--- config.mk ---
export PLATFORM = sky130hd
export DESIGN_NAME = unsigned_adder_tree_pipelined
export DESIGN_NICKNAME = d
export VERILOG_FILES = /design/src/rtl/unsigned_adder_tree_pipelined.sv
export SDC_FILE = /design/constraint.sdc
export NUM_CORES = 1
export LEC_CHECK = 0
export BUFFER_PORTS_ARGS = -buffer_cell sky130_fd_sc_hd__buf_2
export CAP_MARGIN = 20
export CORE_UTILIZATION = 51
export CTS_CLUSTER_SIZE = 28
export DETAILED_ROUTE_END_ITERATION = 10
export GPL_TIMING_DRIVEN = 0
export MAX_ROUTING_LAYER = met4
export PLACE_DENSITY = 0.76
export SYNTH_ARGS = -nofsm -noshare
export SYNTH_HDL_FRONTEND = slang
export SYNTH_SLANG_ARGS = --single-unit
export TNS_END_PERCENT = 5
--- constraint.sdc ---
create_clock -name clk -period 1.8 [get_ports clk]
set_input_delay 0.36 -clock clk [delete_from_list [all_inputs] [get_ports clk]]
set_output_delay 0.36 -clock clk [all_outputs]
set_load 0.01 [all_outputs]
--- src/rtl/unsigned_adder_tree_pipelined.sv ---
// unsigned_adder_tree_pipelined
//
// Pipelined binary adder tree. It reduces LENGTH unsigned DATA_WIDTH-bit
// addends to one full-precision sum. Each tree level has one register
// stage. A single enable advances or freezes every stage together, so the
// whole tree stalls as one unit.
//
// Parameters
//   DATA_WIDTH : width of each unsigned addend
//   LENGTH     : number of addends (must be >= 2)
//   LEVELS     : derived, ceil(log2(LENGTH)); tree depth and latency
//   SUM_WIDTH  : derived, DATA_WIDTH + LEVELS; output width
//
// Ports
//   clk        : single clock, rising-edge active
//   reset      : asynchronous active-high reset; clears levels 2 and up
//   in_addends : unpacked array of LENGTH addends, index 0..LENGTH-1
//   in_advance : global pipeline enable; 0 freezes every level
//   out_sum    : registered sum of the set that entered LEVELS advancing
//                edges earlier
//
// There is no valid flag. The consumer tracks latency itself, and any stale
// or unknown input simply flows through as data.

module unsigned_adder_tree_pipelined #(
  parameter  int DATA_WIDTH = 8,
  parameter  int LENGTH     = 5,
  localparam int LEVELS     = $clog2(LENGTH),
  localparam int SUM_WIDTH  = DATA_WIDTH + LEVELS
) (
  input  logic                  clk,
  input  logic                  reset,
  input  logic [DATA_WIDTH-1:0] in_addends [LENGTH],
  input  logic                  in_advance,
  output logic [SUM_WIDTH-1:0]  out_sum
);

  // Number of elements present after 'lvl' halving steps. Level 0 is the
  // raw addend vector. Each level pairs neighbours, and an odd element
  // out passes straight through, so the count is ceil(previous / 2).
  function automatic int count_at(input int lvl);
    int c;
    c = LENGTH;
    for (int i = 0; i < lvl; i++) begin
      c = (c + 1) / 2;
    end
    return c;
  endfunction

  // One generate iteration per tree level. Level k reads the level k-1
  // registers, or the raw inputs when k is 1. It adds adjacent pairs one
  // bit wider than its inputs, so a carry can never be lost.
  for (genvar k = 1; k <= LEVELS; k++) begin : g_level
    localparam int IN_W    = DATA_WIDTH + k - 1;
    localparam int OUT_W   = DATA_WIDTH + k;
    localparam int IN_CNT  = count_at(k - 1);
    localparam int OUT_CNT = count_at(k);

    logic [IN_W-1:0]  src   [IN_CNT];
    logic [OUT_W-1:0] sum_d [OUT_CNT];
    logic [OUT_W-1:0] sum_q [OUT_CNT];

    // Source selection. Level 1 sees the raw addends, and every deeper
    // level sees the registered outputs of the level above it.
    if (k == 1) begin : g_src_in
      for (genvar i = 0; i < IN_CNT; i++) begin : g_elem
        assign src[i] = in_addends[i];
      end
    end else begin : g_src_prev
      for (genvar i = 0; i < IN_CNT; i++) begin : g_elem
        assign src[i] = g_level[k-1].sum_q[i];
      end
    end

    // Pairwise reduction. Element j sums inputs 2j and 2j+1. When the input
    // count is odd, the last output has no partner and carries its single
    // input zero-extended by one bit.
    for (genvar j = 0; j < OUT_CNT; j++) begin : g_pair
      if (2 * j + 1 < IN_CNT) begin : g_add
        assign sum_d[j] = OUT_W'(src[2*j]) + OUT_W'(src[2*j+1]);
      end else begin : g_pass
        assign sum_d[j] = {1'b0, src[2*j]};
      end
    end

    // Level register. Level 1 has no reset. That lets an operand set
    // presented alongside reset still be captured, and it lets the set
    // sitting in level 1 survive a reset and move on afterwards. Deeper
    // levels clear asynchronously, which discards whatever is in flight
    // there. All levels share in_advance, so a stall freezes the whole
    // tree without losing or duplicating data.
    if (k == 1) begin : g_reg_noreset
      always_ff @(posedge clk) begin
        if (in_advance) begin
          sum_q <= sum_d;
        end
      end
    end else begin : g_reg_reset
      always_ff @(posedge clk or posedge reset) begin
        if (reset) begin
          for (int j = 0; j < OUT_CNT; j++) begin
            sum_q[j] <= '0;
          end
        end else if (in_advance) begin
          sum_q <= sum_d;
        end
      end
    end
  end

  // The last level always holds exactly one element, and its width is
  // DATA_WIDTH + LEVELS, which equals SUM_WIDTH. It drives the output
  // directly with no further extension.
  assign out_sum = g_level[LEVELS].sum_q[0];

endmodule

* After elaboration in Yosys (flattened, before gate mapping)
Cells that the tools add are included.
** Operators by class
- Add/subtract/negate cells :: 4
** Operators by type and width (number)
- adder 8 x 8 -> 9 bit :: 2
- adder 10 x 8 -> 11 bit :: 1
- adder 9 x 9 -> 10 bit :: 1
** Word-level totals
- Output and inout bits :: 11
- Input bits :: 43
- Register bits :: 55
- Logic and storage cells :: 10

* Logic depth before layout (Yosys ltp)
Gate-level depths: netlist of the first run.
- Depth in word-level cells :: 1
- Depth in mapped cells :: 8
- Mapped depth without buffers :: 8

* Worst setup path before layout of the first run
Ideal clock, no wire load.
- Path type :: flip-flop to flip-flop
- From :: register g_level[1].sum_q[9] (netlist bit)
- To :: register g_level[2].sum_q[16] (netlist bit)
- Period minus slack after synthesis :: 1.976 ns
- Setup time :: 0.125 ns
- Arrival :: 1.851 ns
- Buffers on the path :: 0
- Cell stages (with the launch flop) :: 8
- Setup slack :: -0.176 ns
- Required time :: 1.675 ns
- Cell sequence :: edfxtp_1 > ha_1 > fa_1 > a211oi_2 > o21bai_1 > a21oi_1 > xnor2_1 > mux2_2
** Between the ends
- Longest elaborated chain between the ends :: 1
** Ends and longest elaborated chain
- from (decl) :: line 61 : logic [OUT_W-1:0] sum_q [OUT_CNT];
- from (signal assigned) :: line 95 : sum_q <= sum_d;
- adder 9 x 9 -> 10 bit :: line 80 : assign sum_d[j] = OUT_W'(src[2*j]) + OUT_W'(src[2*j+1]);
- to (signal assigned) :: line 105 : sum_q <= sum_d;
- to (decl) :: line 61
Every way passes these cells.
A chain may end at the register's enable or synchronous reset.

* Worst setup path after layout of the first run
Same ends and word-level chain as after synthesis.

==> metrics.md, run 1 <==
| Metric | Value |
|---|---|
| Syn_nets | 341 |
| CP peak stage delay | 0.43 ns |
| Hold-fix buffers, CTS | 0 |
| Critical path capture point type | flip-flop |
| Bufs on Longest Clock Path | 2 |
| GPL Wtd Cong | 0.880 |
| Area growth syn-to-layout | 18.5% |
| Starting Density | 0.537 |
| Final ANT Viol Nets | 0 |
| Asr flop ratio synth | 0.527 |
| Cell Pwr Density | 1170 nW/um^2 |
| Post-DR wirelength/cell | 13.5 um |
| Commonest non-fill, non-tap cell in the layout | buf_2 |
| Netlist cell types | 40 |
| Commonest cells after routing, fill and taps aside | buf_2, ha_1, dfrtp_1, edfxtp_1, xnor2_1 |
| Final period utilization | 1.08 |
| Kind of critical path | flip-flop to flip-flop |
| Max cap viols | 0 |
| Synthesized netlist cell count | 261 |
| Initial antenna violation count | 0 |
| Reg clk slew, reported paths | 0.09 ns |
| I/O pin cnt | 54 |
| HP Class | input port to asynchronous set/reset pin |
| DIE WIDTH | 81.4 um |
| Layout cells sized above 1 | 0.331 |
| First-pass GRT wire length | 8730 um |
| Rows | 28 |
| Die area | 6630 um^2 |
| CP startpoint kind | flip-flop |
| Worst setup margin | -0.143 ns |
| Leading register cell type out of synthesis | dfrtp_1 |
| Max frequency | 515 MHz |
| Net count, final | 402 |
| Iteration-0 DRC Markers | 89 |
| CP delay by family, top | adder cells |
| Yosys reg bits | 55 |
| Top cells by area, synth | edfxtp_1, dfrtp_1, ha_1 |
| Outcome | finished with violations |
| Setup violators final | 6 |
| Clock Latency Late Sink | 0.30 ns |
| Final Hold Viols | 0 |
| Final Max Tran Viols | 0 |
| Tmin final | 1.94 ns |
| DR DRC count | 0 |
| Core Area | 5990 um^2 |
| CTS buffer count | 5 |
| Post-synth EDFFs | 26 |
| Post-synth top area cell | edfxtp_1 |
| Port Buffer Count | 53 |
| P_leak | 1.64 nW |
| Number of fill cells | 478 |
| First-pass iteration count of the detailed router | 4 |
| Die height | 81.4 um |
| Inserted Diodes | 0 |
| Worst Hold Slack | 0.0729 ns |
| Failing checks | setup timing |
| Worst-margin pin slew | 0.617 ns |
| Slew HR | 0.589 |
| Via count | 2,118 |
| Cells along the critical path | ha_4, fa_2, a211oi_4, o21bai_2, a21oi_2, xnor2_1, mux2_4 |
| Vias in the first global route | 1,992 |
| Yosys top cell area share | 0.243 |
| TritonCTS clock tree | done |
| Final HPWL from detailed placement | 4030 um |
| RSZ-0062 raised after global routing | true |
| Critical-path top delay cell | edfxtp_1 |
| Total GRT Usage | 0.180 |
| Mean Syn Cell Area | 12.3 um^2 |
| Worst VDD drop | 0.718 mV |
| Vias/cell | 5.32 |
| Synth warnings | 0 |
| Clk root buf | clkbuf_8 |
| CP bufs+invs | 0 |
| Pin count of the biggest net entering global routing | 30 |
| Worst endpoint required time | 1.99 ns |
| CTS Sinks | 55 |
| Final wirelength | 5360 um |
| Mapped cell area | 3220 um^2 |
| CP arrival | 2.13 ns |
| Total Power | 4.47 mW |
| Part of the Yosys area used for sequential elements | 0.468 |
| Worst Clk Skew | 0.00691 ns |
| Congestion Overflow GR | 0 |
| CTS H-tree depth | 2 |
| CP Max Fanout | 3 |
## timing repair
item	CTS	global route
gates resized for setup	7	11
endpoints found under the setup margin	10	13
pin swaps	2	1
setup buffers	0	0
## worst paths after layout
kind	startpoint	slack, ns	cells past startpoint	to
hold reg to reg	g_level[1].sum_q[1]$_DFFE_PP_	0.48	2	g_level[2].sum_q[1]$_DFFE_PP0P_
min in group clk	in_addends[5]	0.23	1	g_level[1].sum_q[5]$_DFFE_PP_
setup reg to reg	g_level[1].sum_q[9]$_DFFE_PP_	-0.14	7	g_level[2].sum_q[16]$_DFFE_PP0P_
hold / removal	reset	0.07	2	out_sum[10]$_DFFE_PP0P_
max in group asynchronous	reset	1.25	3	g_level[2].sum_q[16]$_DFFE_PP0P_
setup / recovery	g_level[1].sum_q[9]$_DFFE_PP_	-0.14	7	g_level[2].sum_q[16]$_DFFE_PP0P_
## sequential cells by signal, indices dropped and copies added (netlist names)
name,cells
g_level.sum_q,44
out_sum,11
## worst register-to-register path, stage by stage (launching register included)
cell,delay [ns]
edfxtp_1,0.43
ha_4,0.20
fa_2,0.38
a211oi_4,0.23
o21bai_2,0.12
a21oi_2,0.14
xnor2_1,0.07
mux2_4,0.26
## cells in the mapped netlist (2+ instances only)
| cell | instances |
|---|---|
| xnor2_1 | 21 |
| nand3_1 | 2 |
| a31oi_2 | 2 |
| a211oi_2 | 2 |
| mux2_2 | 17 |
| o22ai_1 | 4 |
| nand2b_1 | 5 |
| o21bai_1 | 7 |
| a211oi_1 | 6 |
| ha_1 | 33 |
| a21boi_0 | 2 |
| nand2_1 | 2 |
| clkbuf_1 | 2 |
| a21o_1 | 9 |
| mux2_4 | 2 |
| o31ai_1 | 2 |
| edfxtp_1 | 26 |
| o211ai_2 | 2 |
| o21a_1 | 3 |
| xor2_1 | 3 |
| nor2_1 | 11 |
| o21ai_1 | 7 |
| a21oi_1 | 18 |
| inv_1 | 14 |
| o21ai_0 | 13 |
| dfrtp_1 | 29 |
| fa_1 | 4 |
## through the flow
step	setup slack, ns	instance area, um^2	util	TNS (ns)	cells
floorplan	-0.0505	3240	-	-0.164	261
global placement	-0.274	3590	0.600	-3.15	389
detailed placement	-0.292	3590	0.600	-4.01	389
CTS	-0.182	3720	0.621	-0.536	397
global route	-0.238	3810	0.637	-1.13	398
finish	-0.143	3810	0.637	-0.492	398
## metal layers
layer,share of wire,GRT usage
met5,0,-
met1,0.44,0.201
met2,0.51,0.318
met3,0.034,0.0344
met4,0.018,0.0679
## report_power, final
part | switching (mW) | internal, mW | leakage (nW)
clock | 0.362 | 0.274 | 0.0422
sequential | 0.177 | 1.65 | 0.596
combinational | 0.987 | 1.02 | 1.00
total | 1.53 | 2.94 | 1.64
## logic make-up after synthesis
logic type / after synthesis / synth area share
AO/OA/AOI/OAI: 85 / 0.185
flip-flops: 55 / 0.468
adder cells (fa/ha/maj): 37 / 0.153
XOR/XNOR: 24 / 0.0653
AND/OR/NAND/NOR: 22 / 0.0319
multiplexers: 20 / 0.0719
buffers and inverters: 18 / 0.0241
## final cells by class
class	count	area (um^2)	area share
plain buffers	4	25.0	0.00656
clock buffers	7	76.3	0.0200
clock inverters	1	5.00	0.00131
inverters	14	52.6	0.0138
multi-input cells	188	1760	0.462
flip-flops and latches	55	1510	0.395
well taps	75	93.8	0.0246
repair buffers	54	293	0.0767
No activity file was read; power rests on OpenSTA's default activity.
==> run 2, diff against run 1 <==
--- a/config.mk
+++ b/config.mk
@@ -5,8 +5,9 @@
 export SDC_FILE = /design/constraint.sdc
 export NUM_CORES = 1
 export LEC_CHECK = 0
-export BUFFER_PORTS_ARGS = -buffer_cell sky130_fd_sc_hd__buf_2
+export BUFFER_PORTS_ARGS = -buffer_cell sky130_fd_sc_hd__clkbuf_2
 export CAP_MARGIN = 20
+export CORE_ASPECT_RATIO = 0.75
 export CORE_UTILIZATION = 51
 export CTS_CLUSTER_SIZE = 28
 export DETAILED_ROUTE_END_ITERATION = 10
==> run 2 against run 1 <==
The flow still finishes with violations (setup timing). First-iteration DRC count decreased by 57%. Final area decreased by 0.66%. Combinational power fell by 2%. Sequential cell count unchanged. Maximum frequency fell by 3.1%. Clock power grew 0.8%. Worst setup slack worse by 0.062 ns. Power fell by 0.70%. Register-to-register slack lost 0.06 ns. Largest cell class unchanged.
==> metrics.md, run 2 (synthesis results as in run 1) <==
| Metric | Value |
|---|---|
| CTS Sinks | 55 (unchanged) |
| Worst setup margin | -0.205 ns (-0.0620 ns) |
| Hold-fix buffers, CTS | 0 (unchanged) |
| Final Max Tran Viols | 0 (unchanged) |
| Commonest cells after routing, fill and taps aside | clkbuf_2, ha_1, dfrtp_1, edfxtp_1, xnor2_1 |
| First-pass GRT wire length | 9230 um (+5.7%) |
| Clock Latency Late Sink | 0.30 ns (about the same) |
| Final ANT Viol Nets | 0 (unchanged) |
| Reg clk slew, reported paths | 0.09 ns (about the same) |
| Post-DR wirelength/cell | 13.8 um (+2.4%) |
| CP arrival | 2.20 ns (+0.07 ns) |
| Critical-path top delay cell | fa_2 |
| Max cap viols | 0 (unchanged) |
| CTS buffer count | 5 (unchanged) |
| Worst Clk Skew | 0.00493 ns (-0.00198 ns) |
| CP delay by family, top | adder cells |
| CP peak stage delay | 0.39 ns (-0.04 ns) |
| GPL Wtd Cong | 0.819 (-7.0%) |
| Max frequency | 499 MHz (-3.1%) |
| DR DRC count | 0 (unchanged) |
| HP Class | input port to asynchronous set/reset pin |
| CP startpoint kind | flip-flop |
| Die area | 6640 um^2 (about the same) |
| Cell Pwr Density | 1170 nW/um^2 (about the same) |
| Setup Fix Bufs, Post-CTS | 0 (unchanged) |
| Final wirelength | 5530 um (+3.2%) |
| Cells along the critical path | ha_2, fa_2, a211oi_2, o21bai_2, a21oi_2, xnor2_1, mux2_2 |
| Setup violators final | 5 (-1) |
| Inserted Diodes | 0 (unchanged) |
| Biggest register | g_level.sum_q |
| Via count | 2,157 (+1.8%) |
| Final period utilization | 1.11 (+0.0344) |
| Pin count of the biggest net entering global routing | 30 (unchanged) |
| TritonCTS clock tree | done |
| Iteration-0 DRC Markers | 38 (-57%) |
| Port Buffer Count | 53 (unchanged) |
| Max FFs per register | 44 (unchanged) |
| Kind of critical path | flip-flop to flip-flop |
| Final Hold Viols | 0 (unchanged) |
| Clk root buf | clkbuf_8 |
| Worst Hold Slack | 0.0543 ns (-0.0186 ns) |
| First-pass iteration count of the detailed router | 4 (unchanged) |
| Initial antenna violation count | 0 (unchanged) |
| Failing checks | setup timing |
| RSZ-0062 raised after global routing | true |
| DIE WIDTH | 93.7 um (+15%) |
| Critical path capture point type | flip-flop |
| Worst VDD drop | 0.446 mV (-38%) |
| CP bufs+invs | 0 (unchanged) |
| Commonest non-fill, non-tap cell in the layout | clkbuf_2 |
| Layout cells sized above 1 | 0.331 (unchanged) |
| Total GRT Usage | 0.184 (+0.00384) |
| Die height | 70.8 um (-13%) |
| CP Max Fanout | 3 (unchanged) |
| Core Area | 5950 um^2 (-0.75%) |
| P_leak | 1.64 nW (+0.16%) |
| Rows | 24 (-14%) |
| Tmin final | 2.01 ns (+0.0620 ns) |
| Starting Density | 0.541 (+0.00407) |
| Total Power | 4.43 mW (-0.70%) |
| Bufs on Longest Clock Path | 2 (unchanged) |
| Net count, final | 402 (unchanged) |
| Area growth syn-to-layout | 17.8% |
| Worst endpoint required time | 2.00 ns (about the same) |
| I/O pin cnt | 54 (unchanged) |
| Congestion Overflow GR | 0 (unchanged) |
| Final HPWL from detailed placement | 4130 um (+2.4%) |
| CTS H-tree depth | 2 (unchanged) |
| Slew HR | 0.550 (-0.0386) |
| Vias/cell | 5.38 (+1.1%) |
| Outcome | finished with violations |
| Vias in the first global route | 2,106 (+5.7%) |
| Worst-margin pin slew | 0.675 ns (+0.0580 ns) |
-- run 2: changes by cell type in the layout (fill, tap and decap cells not counted) --
cell / previous run / this run
clkbuf_2: 0 / 53
a211oi_4: 3 / 2
o21ai_2: 1 / 2
clkbuf_1: 4 / 3
a211oi_2: 0 / 1
buf_2: 53 / 0
ha_2: 1 / 2
mux2_4: 3 / 2
o21ai_4: 1 / 0
clkinv_1: 0 / 1
mux2_2: 16 / 17
ha_4: 3 / 2
-- run 2: final timing paths --
path                                                     to  depth (start not counted)                          start  slack, ns
min                                  out_sum[1]$_DFFE_PP0P_                          2                          reset       0.05
max reg2reg                g_level[2].sum_q[16]$_DFFE_PP0P_                          7  g_level[1].sum_q[9]$_DFFE_PP_      -0.21
max in group asynchronous  g_level[2].sum_q[18]$_DFFE_PP0P_                          3                          reset       1.28
min in group clk              g_level[1].sum_q[4]$_DFFE_PP_                          1                  in_addends[4]       0.22
min reg2reg                 g_level[2].sum_q[6]$_DFFE_PP0P_                          1  g_level[1].sum_q[6]$_DFFE_PP_       0.48
max                        g_level[2].sum_q[16]$_DFFE_PP0P_                          7  g_level[1].sum_q[9]$_DFFE_PP_      -0.21
-- run 2: layout make-up --
type / instances / area (um^2)
fill: 457 / 2160
multi-input combinational: 188 / 1730
sequential: 55 / 1510
timing repair buffer: 54 / 293
tap: 78 / 97.6
clock buffer: 6 / 72.6
inverter: 14 / 52.6
buffer: 4 / 25.0
clock inverter: 2 / 8.76
-- run 2: stage by stage --
step | cells | instance area, um^2 | setup TNS [ns] | utilization | setup slack (ns)
2_1_floorplan | 261 | 3240 | -0.164 | - | -0.0505
3_3_place_gp | 392 | 3600 | -3.80 | 0.605 | -0.254
3_5_place_dp | 392 | 3600 | -4.76 | 0.605 | -0.293
4_1_cts | 400 | 3710 | -0.600 | 0.625 | -0.194
5_1_grt | 401 | 3790 | -1.37 | 0.637 | -0.322
6_report | 401 | 3790 | -0.670 | 0.637 | -0.205
-- run 2: worst reg2reg max path, delay by kind of cell (launching register included) --
kind | cells | cell delay (ns)
compound gates | 3 | 0.57
fa+ha+maj | 2 | 0.62
flops | 1 | 0.38
xor+xnor | 1 | 0.07
mux | 1 | 0.26
-- run 2: power breakdown --
part           internal (mW)  switching (mW)
sequential              1.65           0.178
clock                  0.268           0.372
combinational          0.993           0.976
-- run 2: timing repair --
action,CTS,global route
gates cloned,0,0
hold endpoints to repair,0,0
endpoints found under the setup margin,10,13
resized for setup,6,8
pin swaps,2,5
-- run 2: routing by layer --
metal	vias to the layer above	global-route usage	routed length [um]
met1	1006	0.222	2510
met3	12	0.0333	203
li1	1090	-	-
met4	0	0.0615	105
met5	-	-	0
met2	49	0.312	2710
==> run 3, diff against run 2 <==
--- a/config.mk
+++ b/config.mk
@@ -8,12 +8,11 @@
 export BUFFER_PORTS_ARGS = -buffer_cell sky130_fd_sc_hd__clkbuf_2
 export CAP_MARGIN = 20
 export CORE_ASPECT_RATIO = 0.75
-export CORE_UTILIZATION = 51
+export CORE_UTILIZATION = 35
 export CTS_CLUSTER_SIZE = 28
 export DETAILED_ROUTE_END_ITERATION = 10
 export GPL_TIMING_DRIVEN = 0
 export MAX_ROUTING_LAYER = met4
-export PLACE_DENSITY = 0.76
 export SYNTH_ARGS = -nofsm -noshare
 export SYNTH_HDL_FRONTEND = slang
 export SYNTH_SLANG_ARGS = --single-unit
==> run 3 against run 2 <==
Die area increased by 44%. Critical endpoint unchanged. Cell count increased by 8.0%. The run still ends with setup timing left. Largest cell class unchanged. Sequential power about the same. Final area increased by 3.9%. Critical path depth unchanged. Non-clock buffer count increased by 2. Worst hold slack improved by 0.013 ns. Combinational power increased by 4%.
==> metrics.md, run 3 (synthesis results as in run 1) <==
| Metric | Value |
|---|---|
| GPL Wtd Cong | 0.824 (+0.63%) |
| Critical path capture point type | flip-flop |
| Critical-path top delay cell | edfxtp_1 |
| Worst Setup SP | g_level[1].sum_q[9]$_DFFE_PP_ |
| Final Max Tran Viols | 0 (unchanged) |
| DR DRC count | 0 (unchanged) |
| Clock Latency Late Sink | 0.29 ns (about the same) |
| CP bufs+invs | 0 (unchanged) |
| HP Class | input port to asynchronous set/reset pin |
| Rows | 29 (+21%) |
| Reg-to-reg startpoint | g_level[1].sum_q[9]$_DFFE_PP_ |
| RSZ-0062 raised after global routing | true |
| Number of fill cells | 822 (+80%) |
| CP arrival | 2.21 ns (about the same) |
| Starting Density | 0.371 (-0.170) |
| CTS buffer count | 5 (unchanged) |
| Layout cells sized above 1 | 0.351 (+0.0195) |
| First-pass iteration count of the detailed router | 4 (unchanged) |
| Commonest cells after routing, fill and taps aside | clkbuf_2, dfrtp_1, ha_1, edfxtp_1, xnor2_1 |
| Final HPWL from detailed placement | 4530 um (+9.9%) |
| Vias/cell | 4.94 (-8.1%) |
| Hold-fix buffers, CTS | 0 (unchanged) |
| Total Power | 4.82 mW (+8.7%) |
| Cell Pwr Density | 1220 nW/um^2 (+4.7%) |
| Via count | 2,141 (-0.74%) |
| Iteration-0 DRC Markers | 94 (+150%) |
| DIE WIDTH | 113 um (+20%) |
| Area growth syn-to-layout | 22.3% |
| Worst VDD drop | 0.512 mV (+15%) |
| Pin count of the biggest net entering global routing | 30 (unchanged) |
| Worst setup margin | -0.229 ns (-0.0235 ns) |
| Max FFs per register | 44 (unchanged) |
| Tmin final | 2.03 ns (+0.0235 ns) |
| Final wirelength | 6060 um (+9.6%) |
| TritonCTS clock tree | done |
| Worst-margin pin slew | 0.689 ns (+0.0143 ns) |
| I/O pin cnt | 54 (unchanged) |
| Initial antenna violation count | 0 (unchanged) |
| Final period utilization | 1.13 (+0.0131) |
| Slew HR | 0.541 (-0.00950) |
| Outcome | finished with violations |
| Worst endpoint required time | 1.98 ns (-0.02 ns) |
| Inserted Diodes | 0 (unchanged) |
| Placed Area | 3640 um^2 (+1.0%) |
| Port Buffer Count | 53 (unchanged) |
| Clk root buf | clkbuf_16 |
| Max cap viols | 0 (unchanged) |
| Die height | 85.0 um (+20%) |
| Die area | 9590 um^2 (+44%) |
| Cells along the critical path | ha_4, fa_2, a211oi_2, o21bai_1, a21oi_1, xnor2_1, mux2_4 |
| Cell area after layout | 3940 um^2 (+3.9%) |
| Failing checks | setup timing |
| Post-DR wirelength/cell | 14.0 um (+1.5%) |
| Commonest non-fill, non-tap cell in the layout | clkbuf_2 |
| Final Hold Viols | 0 (unchanged) |
| Total GRT Usage | 0.144 (-0.0402) |
| Biggest register | g_level.sum_q |
| First-pass GRT wire length | 10,600 um (+14%) |
| Bufs on Longest Clock Path | 2 (unchanged) |
| Final ANT Viol Nets | 0 (unchanged) |
| Max frequency | 493 MHz (-1.2%) |
| Net count, final | 404 (+0.50%) |
| Vias in the first global route | 2,193 (+4.1%) |
| Setup violators final | 5 (unchanged) |
| CP Max Fanout | 3 (unchanged) |
| Congestion Overflow GR | 0 (unchanged) |
| CTS H-tree depth | 2 (unchanged) |
| CP startpoint kind | flip-flop |
| P_leak | 1.69 nW (+2.7%) |
| Core Area | 8670 um^2 (+46%) |
| Worst Clk Skew | 0.00582 ns (+0.000886 ns) |
| Reg clk slew, reported paths | 0.07 ns (-0.02 ns) |
| CTS Sinks | 55 (unchanged) |
| Kind of critical path | flip-flop to flip-flop |
| CP peak stage delay | 0.43 ns (+0.04 ns) |
| CP delay by family, top | adder cells |
-- run 3: routing by layer --
layer / share of wire / vias to the layer above / track usage
met4: 0.0046 / 0 / 0.0291
li1: - / 1103 / -
met2: 0.43 / 56 / 0.214
met1: 0.53 / 980 / 0.199
met3: 0.042 / 2 / 0.0364
met5: 0 / - / -
-- run 3: per-stage QoR --
| step | setup slack (ns) | hold slack [ns] | cells | TNS (ns) | utilization |
|---|---|---|---|---|---|
| after floorplan | -0.0505 | 0.430 | 261 | -0.164 | - |
| after global placement | -0.319 | 0.449 | 422 | -6.33 | 0.419 |
| after detailed placement | -0.334 | 0.461 | 422 | -7.24 | 0.419 |
| after CTS | -0.194 | 0.238 | 430 | -0.709 | 0.441 |
| after global routing | -0.317 | 0.0906 | 433 | -1.11 | 0.454 |
| final | -0.229 | 0.0669 | 433 | -0.533 | 0.454 |
-- run 3: worst paths after layout --
kind | endpoint | slack [ns] | cells after the start
setup reg to reg | g_level[2].sum_q[16]$_DFFE_PP0P_ | -0.23 | 7
min in group clk | g_level[1].sum_q[7]$_DFFE_PP_ | 0.24 | 1
setup / recovery | g_level[2].sum_q[16]$_DFFE_PP0P_ | -0.23 | 7
max in group asynchronous | g_level[2].sum_q[17]$_DFFE_PP0P_ | 1.27 | 3
hold / removal | out_sum[1]$_DFFE_PP0P_ | 0.07 | 2
hold reg to reg | g_level[2].sum_q[1]$_DFFE_PP0P_ | 0.47 | 2
-- run 3: final cells by class --
cell class | instances | area, um^2 | area share
plain buffers | 4 | 25.0 | 0.00636
clock buffers | 5 | 125 | 0.0318
clock inverters | 3 | 15.0 | 0.00381
inverters | 14 | 52.6 | 0.0134
multi-input cells | 188 | 1770 | 0.449
flip-flops and latches | 55 | 1510 | 0.383
well taps | 108 | 135 | 0.0343
repair buffers | 56 | 310 | 0.0788
-- run 3: repair_timing --
item                                    CTS  global route
gates resized for setup                   7            13
pin swaps                                 1            13
setup buffers                             0             2
endpoints found under the setup margin   18            13
-- run 3: where the power goes --
part | internal, mW | switching (mW)
sequential | 1.65 | 0.191
combinational | 1.03 | 1.00
clock | 0.509 | 0.436
